$ cat src/rtl/vga_pkg.sv
// Shared 800x600@60 raster constants and the count type used by every stage
// of the video pipeline.
package vga_pkg;

    localparam int COUNT_W = 11;
    typedef logic [COUNT_W-1:0] count_t;

    localparam int H_ACTIVE = 800;
    localparam int H_FP     = 40;
    localparam int H_SYNC   = 128;
    localparam int H_BP     = 88;
    localparam int H_TOTAL  = H_ACTIVE + H_FP + H_SYNC + H_BP;

    localparam int V_ACTIVE = 600;
    localparam int V_FP     = 1;
    localparam int V_SYNC   = 4;
    localparam int V_BP     = 23;
    localparam int V_TOTAL  = V_ACTIVE + V_FP + V_SYNC + V_BP;

    localparam bit SYNC_POL = 1'b1;

    // Last visible column/row, used by the drawing stages for border edges.
    localparam count_t H_LAST_VISIBLE = count_t'(H_ACTIVE - 1);
    localparam count_t V_LAST_VISIBLE = count_t'(V_ACTIVE - 1);

endpackage

$ cat src/rtl/vga_axis_counter.sv
// One raster axis: wrapping counter plus registered blank/sync decode taken
// from the next-state count, so strobes line up with the count they describe.
module vga_axis_counter
    import vga_pkg::*;
#(
    parameter int ACTIVE     = 800,
    parameter int FP         = 40,
    parameter int SYNC       = 128,
    parameter int BP         = 88,
    parameter bit SYNC_LEVEL = 1'b1
) (
    input  logic   pclk,
    input  logic   rst_n,
    input  logic   inc,
    output count_t count,
    output logic   blnk,
    output logic   sync,
    output logic   wrap
);

    localparam int     TOTAL      = ACTIVE + FP + SYNC + BP;
    localparam count_t LAST       = count_t'(TOTAL - 1);
    localparam count_t BLNK_FIRST = count_t'(ACTIVE);
    localparam count_t SYNC_FIRST = count_t'(ACTIVE + FP);
    localparam count_t SYNC_LAST  = count_t'(ACTIVE + FP + SYNC - 1);

    if (TOTAL > 2048 || TOTAL < 2) begin : g_total_check
        $error("vga_axis_counter: total %0d does not fit an 11-bit count", TOTAL);
    end

    logic   terminal;
    count_t count_nxt;

    // ">=" rather than "==" so a corrupted out-of-range count recovers.
    always_comb begin
        terminal  = (count >= LAST);
        wrap      = inc && terminal;
        count_nxt = count;
        if (inc) begin
            count_nxt = terminal ? '0 : count + count_t'(1);
        end
    end

    always_ff @(posedge pclk or negedge rst_n) begin
        if (!rst_n) begin
            count <= '0;
            blnk  <= 1'b0;
            sync  <= !SYNC_LEVEL;
        end else begin
            count <= count_nxt;
            blnk  <= (count_nxt >= BLNK_FIRST);
            sync  <= (count_nxt >= SYNC_FIRST && count_nxt <= SYNC_LAST) ?
                     SYNC_LEVEL : !SYNC_LEVEL;
        end
    end

endmodule

$ cat src/rtl/vga_timing.sv
// VGA raster timing generator: horizontal counter chained into a vertical
// counter, with a registered frame_start on the combined wrap to (0,0).
module vga_timing
    import vga_pkg::*;
#(
    parameter int H_ACT      = H_ACTIVE,
    parameter int H_FRONT    = H_FP,
    parameter int H_PULSE    = H_SYNC,
    parameter int H_BACK     = H_BP,
    parameter int V_ACT      = V_ACTIVE,
    parameter int V_FRONT    = V_FP,
    parameter int V_PULSE    = V_SYNC,
    parameter int V_BACK     = V_BP,
    parameter bit SYNC_LEVEL = SYNC_POL
) (
    input  logic               pclk,
    input  logic               rst_n,
    output logic [COUNT_W-1:0] hcount,
    output logic               hsync,
    output logic               hblnk,
    output logic [COUNT_W-1:0] vcount,
    output logic               vsync,
    output logic               vblnk,
    output logic               frame_start
);

    logic h_wrap;
    logic v_wrap;

    vga_axis_counter #(
        .ACTIVE     (H_ACT),
        .FP         (H_FRONT),
        .SYNC       (H_PULSE),
        .BP         (H_BACK),
        .SYNC_LEVEL (SYNC_LEVEL)
    ) u_h_axis (
        .pclk  (pclk),
        .rst_n (rst_n),
        .inc   (1'b1),
        .count (hcount),
        .blnk  (hblnk),
        .sync  (hsync),
        .wrap  (h_wrap)
    );

    // The vertical axis advances only on the cycle the line wraps.
    vga_axis_counter #(
        .ACTIVE     (V_ACT),
        .FP         (V_FRONT),
        .SYNC       (V_PULSE),
        .BP         (V_BACK),
        .SYNC_LEVEL (SYNC_LEVEL)
    ) u_v_axis (
        .pclk  (pclk),
        .rst_n (rst_n),
        .inc   (h_wrap),
        .count (vcount),
        .blnk  (vblnk),
        .sync  (vsync),
        .wrap  (v_wrap)
    );

    // Registered on the same edge the counters land on (0,0); the reset
    // state (0,0) therefore never raises it.
    always_ff @(posedge pclk or negedge rst_n) begin
        if (!rst_n) begin
            frame_start <= 1'b0;
        end else begin
            frame_start <= h_wrap && v_wrap;
        end
    end

endmodule

$ cat config.mk
export PLATFORM = sky130hd
export DESIGN_NAME = vga_timing
export DESIGN_NICKNAME = d
export VERILOG_FILES = /design/src/rtl/vga_pkg.sv /design/src/rtl/vga_axis_counter.sv /design/src/rtl/vga_timing.sv
export SDC_FILE = /design/constraint.sdc
export NUM_CORES = 1
export LEC_CHECK = 0
export ABC_AREA = 1
export CELL_PAD_IN_SITES_DETAIL_PLACEMENT = 1
export CELL_PAD_IN_SITES_GLOBAL_PLACEMENT = 2
export CORE_UTILIZATION = 32
export CTS_CLUSTER_DIAMETER = 30
export CTS_CLUSTER_SIZE = 28
export DETAILED_ROUTE_END_ITERATION = 8
export PLACE_DENSITY_LB_ADDON = 0.1
export REMOVE_ABC_BUFFERS = 1
export SKIP_LAST_GASP = 1
export SLEW_MARGIN = 5
export SYNTH_ARGS = -nofsm -noshare
export SYNTH_HDL_FRONTEND = slang
export SYNTH_SLANG_ARGS = --single-unit
$ cat constraint.sdc
create_clock -name pclk -period 4.5 [get_ports pclk]
set_clock_uncertainty 0.05 [all_clocks]
set_input_delay 0.9 -clock pclk [delete_from_list [all_inputs] [get_ports pclk]]
set_output_delay 0.9 -clock pclk [all_outputs]
set_load 0.1 [all_outputs]
==> impl_metrics.csv, run 1 <==
group,metric,value,unit
clocking,clock_path_buffers,2,
clocking,root_buffer,"clkbuf_8",
power_and_ir_drop,power,388,uW
drt,drt_iter0_drc,58,
timing,setup_violations,0,
die,core_region_area,0.00482,sq mm
logic_synthesis,syn_area,0.00163,sq mm
critical_path,worstSetupPathType,"reg2out",
drt,via_per_inst,4.57,
die,fp-row-count,25,
die,ios,29,
logic_synthesis,synth_seq_area_share,41.6,%
drt,ant_nets,0,
clocking,cts.clk_slew.worst_paths,90,ps
clocking,holdBufCountCts,0,
logic_synthesis,synth_cells,214,
grt,grt_usage,17.0,%
drt,routedWlPerCell,13.0,um
grt,grt_pass1_wl,6.86,mm
layout,diodes,0,
timing,worst_slew_pin_slew,994,ps
grt,grt_pass1_vias,1395,
timing,rsz0062_at_grt,"false",
layout,area_growth,23.9,%
timing,drv_slew,0,
die,die_y,73.3,um
power_and_ir_drop,ir_drop,0.154,mV
power_and_ir_drop,powerDensity,193,mW/mm^2
timing,maxSlewHeadroom,33.5,%
timing,fmaxAchievable,346,MHz
grt,grt_max_degree,22,
run,max-cap-violations,0,
layout,nNetsFinal,249,
drt,route.detailed.drc,0,
critical_path,arrival,1940,ps
drt,drt-total-wl,4.06,mm
placement,place_ws,1910,ps
run_status,status,"finished clean",
critical_path,critPathRequiredTime,3550,ps
critical_path,crit_path_top_delay_cell,"clkdlybuf4s50_1",
die,die_w,73.3,um
grt,grt_antenna_before_repair,0,
clocking,cts_sinks,27,
critical_path,cp-end-kind,"output port",
timing,hold_slack,470,ps
min_path,hold_path_class,"reg2reg",
logic_synthesis,ys_ff_latch,27,
logic_synthesis,yosys_warnings,0,
layout,drive_gt1_share,15.2,%
timing,fin_crit_sh,64.3,%
critical_path,slowest_delay,1180,ps
die,start_util,33.7,%
placement,port_buffers,28,
clocking,numCtsBuffers,3,
critical_path,crit_buf_inv,1,
die,dieArea,0.00537,sq mm
timing,post-route-min-period,2890,ps
timing,finalHoldViolCount,0,
layout,layout_commonest_cell,"nand2_1",
critical_path,crit_path_max_fanout,7,
clocking,cts_resized,0,
timing,finalWorstSetupSlack,1610,ps
drt,drtPass1Iterations,4,
placement,gp_congestion,0.734,
clocking,post_cts.repair.setup_buffers,0,
layout,fill_cells,626,
logic_synthesis,postSynthAreaPerCell,7.59,sq um
critical_path,crit_family,"buffers and inverters",
clocking,cts_htree_levels,1,
placement,hpwl,3.14,mm
grt,grt_overflow,0,
layout,mostFrequentLayoutCells,"nand2_1 (59), nor2_1 (30), clkdlybuf4s50_1 (28)",
clocking,cts_tree,"built",
logic_synthesis,synth.distinct_cells,29,
critical_path,cp-start-kind,"register",
drt,dr_total_vias,1421,
critical_path,crit_path_cell_trace,"clkdlybuf4s50_1",
clocking,clock_latency,270,ps
power_and_ir_drop,p_leak,0.000978,uW
timing,fin_setup_tns,0,ps
-- through the flow --
| step | utilization (%) | std cells | area (sq um) |
|---|---|---|---|
| 3_5_place_dp | 40.9 | 307 | 1970 |
| 4_1_cts | 41.8 | 311 | 2010 |
| 5_1_grt | 41.8 | 311 | 2010 |
| 6_report | 41.8 | 311 | 2010 |
| 2_1_floorplan | - | 211 | 1600 |
| 3_3_place_gp | 40.9 | 307 | 1970 |
-- worst paths after layout --
path                                                   from                           end  slack, ps  cells after the start
worst max-delay path            u_v_axis.count[5]$_DFF_PN0_                     vcount[5]       1610                      1
min in group asynchronous                             rst_n   u_v_axis.count[8]$_DFF_PN0_       1120                      1
max in group asynchronous                             rst_n  u_v_axis.count[10]$_DFF_PN0_       2600                      2
worst max register to register  u_h_axis.count[0]$_DFF_PN0_       u_v_axis.sync$_DFF_PN0_       2260                     16
worst min-delay path            u_h_axis.count[0]$_DFF_PN0_   u_h_axis.count[0]$_DFF_PN0_        470                      1
worst min register to register  u_h_axis.count[0]$_DFF_PN0_   u_h_axis.count[0]$_DFF_PN0_        470                      1
-- logic make-up after synthesis --
kind of cell | Yosys count | synth area share, %
flops | 27 | 41.6
compound gates | 14 | 5.47
simple gates | 131 | 38.3
xor+xnor | 9 | 4.85
fa+ha+maj | 2 | 1.54
buf+inv | 31 | 8.31
-- routing by layer --
metal | GRT usage, % | routed length (um) | vias to the layer above
li1 | - | - | 723
met1 | 26.4 | 2210 | 674
met2 | 24.3 | 1670 | 22
met3 | 3.43 | 150 | 2
met4 | 2.61 | 19 | 0
met5 | 0 | 0 | -
-- cells in the mapped netlist --
master    count  area share [%]
nand4_1       1            0.39
dfrtp_1      27              42
o21ai_0       3            0.92
inv_2         7             1.6
nor2_2        5             1.9
inv_1        20             4.6
a21oi_2       3             1.6
xnor2_1       2             1.1
or2_2         1            0.39
a22o_1        1            0.54
and2_1        1            0.39
nor2_1       30             6.9
nand3_2       2             1.2
a21oi_1       3            0.92
o31ai_1       1            0.46
buf_2         1            0.31
nor3_1        2            0.62
nand2_2       7             2.7
nor2_4        3             2.1
ha_1          2             1.5
inv_4         1            0.39
o21ai_1       2            0.62
nand2_1      59              14
a31oi_1       1            0.39
nand3_1      14             4.3
nand2_4       4             2.8
buf_6         2             1.4
xor2_1        7             3.8
nand3b_1      2            0.92
-- final cells by class --
type	instances	area [sq um]	share of cell area, %
clock buffer	4	45.0	2.24
inverter	28	108	5.34
multi-input combinational	156	815	40.4
sequential	27	676	33.5
tap	67	83.8	4.16
timing repair buffer	29	288	14.3
-- power by group --
part	switching [uW]	total [uW]	internal, uW
sequential	0	242	242
clock	76.0	139	63.4
combinational	5.01	6.34	1.33
total	81.0	388	307
-- sequential cells by signal, indices dropped and copies added (netlist names) --
signal	count
u_h_axis.sync	1
u_v_axis.count	11
u_h_axis.count	11
u_v_axis.sync	1
u_v_axis.blnk	1
u_h_axis.blnk	1
frame_start	1
(Power assumes the default switching activity.)
==> run 2: changes to the inputs <==
--- a/config.mk
+++ b/config.mk
@@ -8,7 +8,7 @@
 export ABC_AREA = 1
 export CELL_PAD_IN_SITES_DETAIL_PLACEMENT = 1
 export CELL_PAD_IN_SITES_GLOBAL_PLACEMENT = 2
-export CORE_UTILIZATION = 32
+export CORE_UTILIZATION = 27
 export CTS_CLUSTER_DIAMETER = 30
 export CTS_CLUSTER_SIZE = 28
 export DETAILED_ROUTE_END_ITERATION = 8
==> constraint.sdc (replaced) <==
create_clock -name pclk -period 2.48 [get_ports pclk]
set_clock_uncertainty 0.05 [all_clocks]
set_input_delay 0.496 -clock pclk [delete_from_list [all_inputs] [get_ports pclk]]
set_output_delay 0.496 -clock pclk [all_outputs]
set_load 0.1 [all_outputs]
==> impl_metrics.csv, run 2 (synthesized netlist as in run 1, its figures left out) <==
group,metric,value,unit
drt,routedWlPerCell,13.8,um
layout,diodes,0,
layout,nNetsFinal,251,
layout,final_area,0.00197,sq mm
layout,finalCoreUtilization,34.9,%
placement,gp_congestion,0.759,
timing,fmaxAchievable,452,MHz
timing,setup_violations,0,
power_and_ir_drop,p_leak,0.00104,uW
timing,post-route-min-period,2210,ps
drt,drt-total-wl,4.40,mm
clocking,clock_path_buffers,2,
layout,top_regs,"u_h_axis.count x11, u_v_axis.count x11",
min_path,hold_path_class,"reg2reg",
power_and_ir_drop,ir_drop,0.218,mV
grt,grt_pass1_wl,7.36,mm
die,start_util,28.8,%
placement,dpl_cell_area,0.00192,sq mm
drt,drtPass1Iterations,4,
placement,dp_cells,314,
critical_path,r2r_slack,270,ps
die,dieArea,0.00633,sq mm
critical_path,r2r_start,"u_h_axis.count[0]$_DFF_PN0_",
placement,hpwl,3.39,mm
drt,drt_iter0_drc,70,
clocking,holdBufCountCts,0,
critical_path,crit_path_max_fanout,12,
drt,ant_nets,0,
layout,finalNonFillerCells,318,
clocking,post_cts.repair.setup_buffers,0,
critical_path,critPathRequiredTime,2640,ps
clocking,cts_tree,"built",
timing,worst_slew_pin_slew,374,ps
clocking,numCtsBuffers,3,
timing,rsz0062_at_grt,"false",
die,die_y,79.6,um
grt,grt_max_degree,28,
die,die_w,79.6,um
power_and_ir_drop,power,706,uW
die,fp-row-count,27,
grt,grt_usage,15.2,%
clocking,cts_sinks,27,
timing,maxSlewHeadroom,75.0,%
placement,place_ws,265,ps
run,max-cap-violations,0,
critical_path,cp-start-kind,"register",
clocking,clock_latency,270,ps
layout,drive_gt1_share,26.8,%
critical_path,timing.reg2reg.worst_path_depth,16,
placement,port_buffers,28,
grt,grt_pass1_vias,1427,
layout,area_growth,21.1,%
clocking,root_buffer,"clkbuf_8",
timing,finalWorstSetupSlack,269,ps
run_status,status,"finished clean",
critical_path,worstSetupPathType,"reg2reg",
timing,drv_slew,0,
grt,grt_antenna_before_repair,0,
power_and_ir_drop,powerDensity,359,mW/mm^2
timing,finalHoldViolCount,0,
critical_path,cp-end-kind,"register",
min_path,worstHoldStart,"u_h_axis.count[0]$_DFF_PN0_",
die,ios,29,
critical_path,crit_path_start,"u_h_axis.count[0]$_DFF_PN0_",
drt,via_per_inst,4.55,
critical_path,cp-endpoint,"u_v_axis.sync$_DFF_PN0_",
timing,fin_crit_sh,89.1,%
clocking,cts_htree_levels,1,
layout,layout_commonest_cell,"nand2_1",
die,core_region_area,0.00564,sq mm
grt,grt_overflow,0,
critical_path,arrival,2380,ps
drt,route.detailed.drc,0,
clocking,cts_resized,0,
critical_path,rr_endpoint,"u_v_axis.sync$_DFF_PN0_",
drt,dr_total_vias,1448,
clocking,cts.clk_slew.worst_paths,90,ps
layout,mostFrequentLayoutCells,"nand2_1 (59), nor2_1 (30), buf_4 (30)",
## run 2: worst min path at each step
stage                                   to  slack [ps]  cells past startpoint
6_report       u_h_axis.count[0]$_DFF_PN0_         480                      1
3_5_place_dp   u_h_axis.count[0]$_DFF_PN0_         480                      1
4_1_cts        u_h_axis.count[0]$_DFF_PN0_         490                      1
5_1_grt        u_h_axis.count[0]$_DFF_PN0_         510                      1
3_3_place_gp   u_h_axis.count[0]$_DFF_PN0_         470                      1
2_1_floorplan        frame_start$_DFF_PN0_         150                      0
## run 2: final cells by class
cell class / instances / area, sq um
tap: 72 / 90.1
clock buffer: 4 / 45.0
timing repair buffer: 31 / 235
multi-input combinational: 156 / 815
fill: 699 / 3670
inverter: 28 / 108
sequential: 27 / 676
## run 2: metrics by stage
stage	hold WS (ps)	TNS, ps
after floorplan	150	-414
after global placement	468	0
after detailed placement	477	0
after CTS	492	0
after global routing	509	0
final	485	0
## run 2: layer usage
| layer | part of all wire (%) | vias to the layer above | GRT usage [%] |
|---|---|---|---|
| met3 | 5.0 | 2 | 3.54 |
| met4 | 0.34 | 0 | 1.64 |
| met2 | 42 | 32 | 21.3 |
| met1 | 53 | 690 | 23.8 |
| met5 | 0 | - | 0 |
| li1 | - | 724 | - |
## run 2: worst max-delay path: stages (launching register included)
cell     delay (ps)
dfrtp_1         430
ha_1            200
nand2_1          80
nor2_2          140
nand2_2         100
nand3_2         100
nand2_4         130
buf_4           220
nand2_2          70
inv_2            30
nor2_1          110
nand2_1         100
nor2_4          120
nand2_2          70
nor2_2           70
nand3_1          70
nand2_1          60
## run 2: power breakdown
group / switching (uW) / internal [uW]
clock network: 139 / 115
registers: 0 / 440
logic: 9.09 / 2.41
total: 148 / 557
==> edit 1 (config.mk and constraints of run 1) <==
Set the package constant `COUNT_W` to 13 (it was 11).
--- a/src/rtl/vga_pkg.sv
+++ b/src/rtl/vga_pkg.sv
@@ -2,7 +2,7 @@
 // of the video pipeline.
 package vga_pkg;
 
-    localparam int COUNT_W = 11;
+    localparam int COUNT_W = 13;
     typedef logic [COUNT_W-1:0] count_t;
 
     localparam int H_ACTIVE = 800;
Interface: changed (resized hcount and vcount); port bits go from 29 to 33. No check against the original RTL was run, so the function may have changed too.
==> edit 1 against run 1 <==
  * Cell area increased by 14%
  * Setup slack worse by 1.0 ps
  * Routed wire length up 21%
  * Area after synthesis increased by 11%
  * Hold slack better by 38 ps
  * Sequential cell count is 4 higher
  * Maximum frequency hardly changed
  * Critical path type unchanged
Power is not compared: it rests on default switching activity, and its combinational part moved more than twofold at a synthesized area within 25%.
==> edit 1: results (changes against run 1) <==
** Critical path
- The critical path ends at vcount[8].
- The critical path starts at u_v_axis.count[8].
- The length in cells of the worst reg-to-reg path is 13 (-3).
- Slack of the worst reg-to-reg path :: 1950 ps (-310 ps)
- Worst path slowest cell :: sky130_fd_sc_hd__clkdlybuf4s50_1

** Drt
- Drt total wl :: 4930 µm (+21%)
- In this run the top signal layer used is met4.
- The DRC marker count from the first detailed-route iteration is 59 (+1.7%).
- The total length of routed met2 wires came to 2170 µm (+30%).
- Metal1 wirelength :: 2520 µm (+14%)
- The mean number of vias per cell came to 4.75 (+3.9%).
- The met3 wirelength from detailed routing came to 179 µm (+19%).

** Layout
- Final-layout clock buffer total :: 5 (+1)
- The sequential cell count came to 31 (+15%).
- Clock network area share :: 4.03% (+1.8 points)
- Top flop regs :: u_h_axis.count x13, u_v_axis.count x13
- Fraction of layout instances using a drive strength above 1 :: 10.5% (-4.6 points)
- The register cell area after layout was 776 µm² (+15%).
- The number of multi-input logic gates is 175 (+12%).
- Relative area of non-clock buffer cells in the final design :: 14.3% (-0.016 points)
- The fill cell instance count of the final layout was 686 (+9.6%).
- The net count of the finished layout was 288 (+16%).
- The count of non-CTS buffers in the layout is 33 (+14%).
- Multi-input gate share of the layout cell area :: 37.9% (-2.5 points)
- The number of inverters outside the clock class in the layout was 38 (+36%).

** Min path
- Worst hold-check path type :: reg -> reg
- The worst hold path begins at u_v_axis.count[12].
- The instance count along the most critical hold path came to 2 (+1).
- Worst Hold End :: u_v_axis.count[12]

** Global route
- The via count of the first global-routing pass is 1,726 (+24%).
- The global-route met1 utilization was 25.5% (-0.88 points).
- Met2 Resource Use GR :: 28.1% (+3.8 points)
- Largest net degree at the start of global routing :: 32 (+45%)
- The wire length of the first global-routing pass was 8340 µm (+22%).
- Met3 Track Usage GR :: 3.69% (+0.26 points)
- Total Routing Usage GR :: 18.2% (+1.3 points)

** Yosys
- Summed over all instances, the cell type with the most area after synthesis is sky130_fd_sc_hd__dfrtp_1.
- By count the netlist is led by 57 x sky130_fd_sc_hd__nand2_1, 40 x sky130_fd_sc_hd__nor2_1, 35 x sky130_fd_sc_hd__inv_1.
- Sequential share of the synthesized area :: 43.1% (+1.5 points)
- Area contributors post-synth :: sky130_fd_sc_hd__dfrtp_1 43%, sky130_fd_sc_hd__nand2_1 12%, sky130_fd_sc_hd__nor2_1 8.3%
- The number of different library cells in the post-synthesis netlist was 30 (+3.4%).

** Clocking
- Clock-pin slew was measured on the worst setup and hold paths at roughly 80 ps.
- The insertion delay to the later sink of the worst-skew pair came to 300 ps (+30 ps).
- The CTS H-tree depth is 2 (+1).
- The maximum buffer depth of the clock tree came to 2 (unchanged).

** Run status
- The run finished with clean final reports.

** Place
- The final HPWL from detailed placement came to 3710 µm (+18%).
- RD Place Congestion :: 0.782 (+6.6%)
- The count of port buffers added during placement was 32 (+14%).

** Floorplan
- The starting density of the core was 34.2% (+0.45 points).

** STA
- The measured slew at the worst slew-check pin came to 997 ps (+3.27 ps).

** Pwr
- Power in combinational cells :: 574 µW
## edit 1: cell count changes after synthesis, sizes merged, moves of 5 or more
cell   delta
nand3    +13
nand2     -5
inv      +10
nand4     +5
## edit 1: through the flow
| stage | hold slack, ps | cells | worst slack, ps | total power (µW) | area, µm² |
|---|---|---|---|---|---|
| floorplan | 554 | 244 | 1800 | 800 | 1790 |
| global placement | 493 | 347 | 1950 | 938 | 2200 |
| detailed placement | 492 | 347 | 1920 | 944 | 2200 |
| CTS | 508 | 355 | 1590 | 1180 | 2300 |
| global route | 545 | 355 | 1550 | 1240 | 2300 |
| finish | 507 | 355 | 1610 | 1170 | 2300 |
## edit 1: kinds of logic (layout without fill, tap and decap cells)
kind of cell	Yosys count	after routing	share of synthesized area (%)
and+or+nand+nor	152	152	38.5
buffers and inverters	40	79	8.82
DFF	31	31	43.1
AOI/OAI and AO/OA	13	13	5.07
xor gates and xnor gates	6	6	2.92
adders and majority gates	2	2	1.39
other	1	2	0.208
==> edit 2 (flow settings as in run 1) <==
Without the edit above. Make the reset (`rst_n`) synchronous in 2 clocked blocks.
--- a/src/rtl/vga_axis_counter.sv
+++ b/src/rtl/vga_axis_counter.sv
@@ -41,7 +41,7 @@
         end
     end
 
-    always_ff @(posedge pclk or negedge rst_n) begin
+    always_ff @(posedge pclk) begin
         if (!rst_n) begin
             count <= '0;
             blnk  <= 1'b0;
--- a/src/rtl/vga_timing.sv
+++ b/src/rtl/vga_timing.sv
@@ -62,7 +62,7 @@
 
     // Registered on the same edge the counters land on (0,0); the reset
     // state (0,0) therefore never raises it.
-    always_ff @(posedge pclk or negedge rst_n) begin
+    always_ff @(posedge pclk) begin
         if (!rst_n) begin
             frame_start <= 1'b0;
         end else begin
Function: differs if rst_n is asserted again (counterexample within 4 cycles, from zero or initial values and one cycle with rst_n low); with rst_n held inactive, the same outputs for 10 cycles.
==> edit 2 against run 1 <==
  * Area after synthesis up 5.6%
  * Sequential cell count unchanged
  * Largest cell class unchanged
  * Hold slack got worse by 8.1 ps
  * Highest routed layer unchanged
  * Register-to-register slack lost 70 ps
  * Count of clock-buffer cells in the layout stayed put
  * Setup slack improved by 30 ps
  * Routed wire length up 20%
  * Cell area grew 3.5%
Power is not compared: it rests on default switching activity, and its combinational part moved more than twofold at a synthesized area within 25%.
==> edit 2: results (changes against run 1) <==
** Layout
- The fill cell instance count of the final layout is 722 (+15%).
- The fraction of layout cells with a size suffix above 1 is 9.63% (-5.5 points).
- Number of antenna diodes :: 0 (unchanged)
- Final layout net count :: 306 (+23%)
- Layout Cells excl Fill :: 371 (+19%)

** Pwr
- Worst-case vdd ir drop :: a little over 0.1 mV
- Static leakage power :: 0.000910 µW
- Of the total power, the share spent switching nets is around a quarter.
- Share of total power in the clock network :: between 30 and 40%

** Place
- Count of buffers from port buffering :: 28 (unchanged)
- Cell total after placement :: 367 (+20%)
- Total placed instance area :: 2040 µm² (+3.6%)
- Post-DP HPWL :: 3790 µm (+21%)
- The routability-driven placement congestion ratio came to 0.807 (+10%).

** Critical path
- The stage delay of the slowest cell on the critical path was 1180 ps (about the same).
- Reg-to-reg critical path endpoint :: u_v_axis.blnk
- In this run the critical register-to-register path is launched from u_h_axis.count[0].
- Crit-path leading delay family :: buffers and inverters
- Critical Path End :: vcount[4]
- The length in cells of the worst reg-to-reg path is 13 (-3).
- The maximum fanout along the worst path is 6 (-1).
- Worst path slowest cell :: sky130_fd_sc_hd__clkdlybuf4s50_1
- Worst Path Arrival :: 1910 ps (-30 ps)
- The slack of the worst reg-to-reg path was 2190 ps (-70 ps).
- In this run the worst setup path begins at u_v_axis.count[4].

** Run status
- Outcome :: completed

** Clocking
- Number of CTS-inserted buffers :: 3 (unchanged)
- Clk buf depth :: 2 (unchanged)
- The insertion delay to the later sink of the worst-skew pair is 270 ps (about the same).
- The post-CTS setup buffer count came to 0 (unchanged).
- The CTS H-tree depth came to 1 (unchanged).

** Global route
- Wire length of the first global-routing pass :: 8000 µm (+17%)
- The overall global routing resource usage was 18.9% (+2.0 points).
- Largest net degree at the start of global routing :: 26 (+18%)

** Yosys
- Share of synthesized flip-flops with an asynchronous set or reset :: 0% (-100 points)
- The register area share after synthesis was 31.5% (-10 points).
- Area contributors post-synth :: sky130_fd_sc_hd__dfxtp_1 31%, sky130_fd_sc_hd__nand2_1 18%, sky130_fd_sc_hd__nor2_1 12%
- The average instance area after synthesis came to 6.27 µm² (-18%).
- The number of different library cells in the post-synthesis netlist was 28 (-3.4%).
- By count the netlist is led by 81 x sky130_fd_sc_hd__nand2_1, 54 x sky130_fd_sc_hd__nor2_1, 28 x sky130_fd_sc_hd__inv_1.
- The most used flip-flop cell after synthesis is sky130_fd_sc_hd__dfxtp_1.

** Drt
- The detailed-routing iteration count for the pre-antenna-repair pass was 4 (unchanged).
- The sum of routed wire length over all layers came to 4880 µm (+20%).
- Number of DRC violations after detailed-routing iteration 0 :: 43 (-26%)
- Via count :: 1,726 (+21%)

** Min path
- The worst hold path terminates at u_h_axis.count[0].
- The instance count along the most critical hold path came to 1 (unchanged).
- Hold Startpoint :: u_h_axis.count[0]
- The min-delay analysis places its worst path in the category reg -> reg.

** STA
- The headroom to the max-slew limit came to 35.4% (+1.9 points).
[edit 2: changes by cell type in the layout (fill, tap and decap cells not counted), moves of 4 or more]
cell                      delta
sky130_fd_sc_hd__nand3_1     +5
sky130_fd_sc_hd__dfxtp_1    +27
sky130_fd_sc_hd__nand2_1    +22
sky130_fd_sc_hd__inv_2       -4
sky130_fd_sc_hd__dfrtp_1    -27
sky130_fd_sc_hd__inv_1       +8
sky130_fd_sc_hd__o21ai_0     +6
sky130_fd_sc_hd__nor2_1     +24
[edit 2: through the flow]
| step | worst slack (ps) | hold WS (ps) | total power [µW] |
|---|---|---|---|
| after floorplan | 1880 | 836 | 272 |
| after global placement | 1930 | 421 | 279 |
| after detailed placement | 1930 | 453 | 280 |
| after CTS | 1610 | 477 | 423 |
| after global routing | 1570 | 496 | 433 |
| final | 1640 | 462 | 413 |
[edit 2: layer usage]
metal  vias to the layer above  GRT usage, %  wire length (µm)
met1                       804          24.6              2240
met3                         2          2.01               100
li1                        898             -                 -
met5                         -             0                 0
met4                         0          3.70                32
met2                        22          34.0              2510
[edit 2: final cells by class]
class | instances | area (µm²) | area share (%)
repair buffers | 28 | 280 | 13.4
multi-input cells | 211 | 1020 | 48.7
well taps | 70 | 87.6 | 4.20
clock buffers | 4 | 45.0 | 2.16
flip-flops and latches | 27 | 541 | 25.9
inverters | 31 | 116 | 5.58
[edit 2: cell families (layout without fill, tap and decap cells)]
family / Yosys count / count (layout) / share of synthesized area, %
AO/OA/AOI/OAI: 17 / 17 / 5.98
adder cells (fa/ha/maj): 2 / 2 / 1.46
flip-flops: 27 / 27 / 31.5
AND/OR/NAND/NOR: 182 / 182 / 46.6
XOR/XNOR: 10 / 10 / 5.10
buffers and inverters: 36 / 63 / 9.33
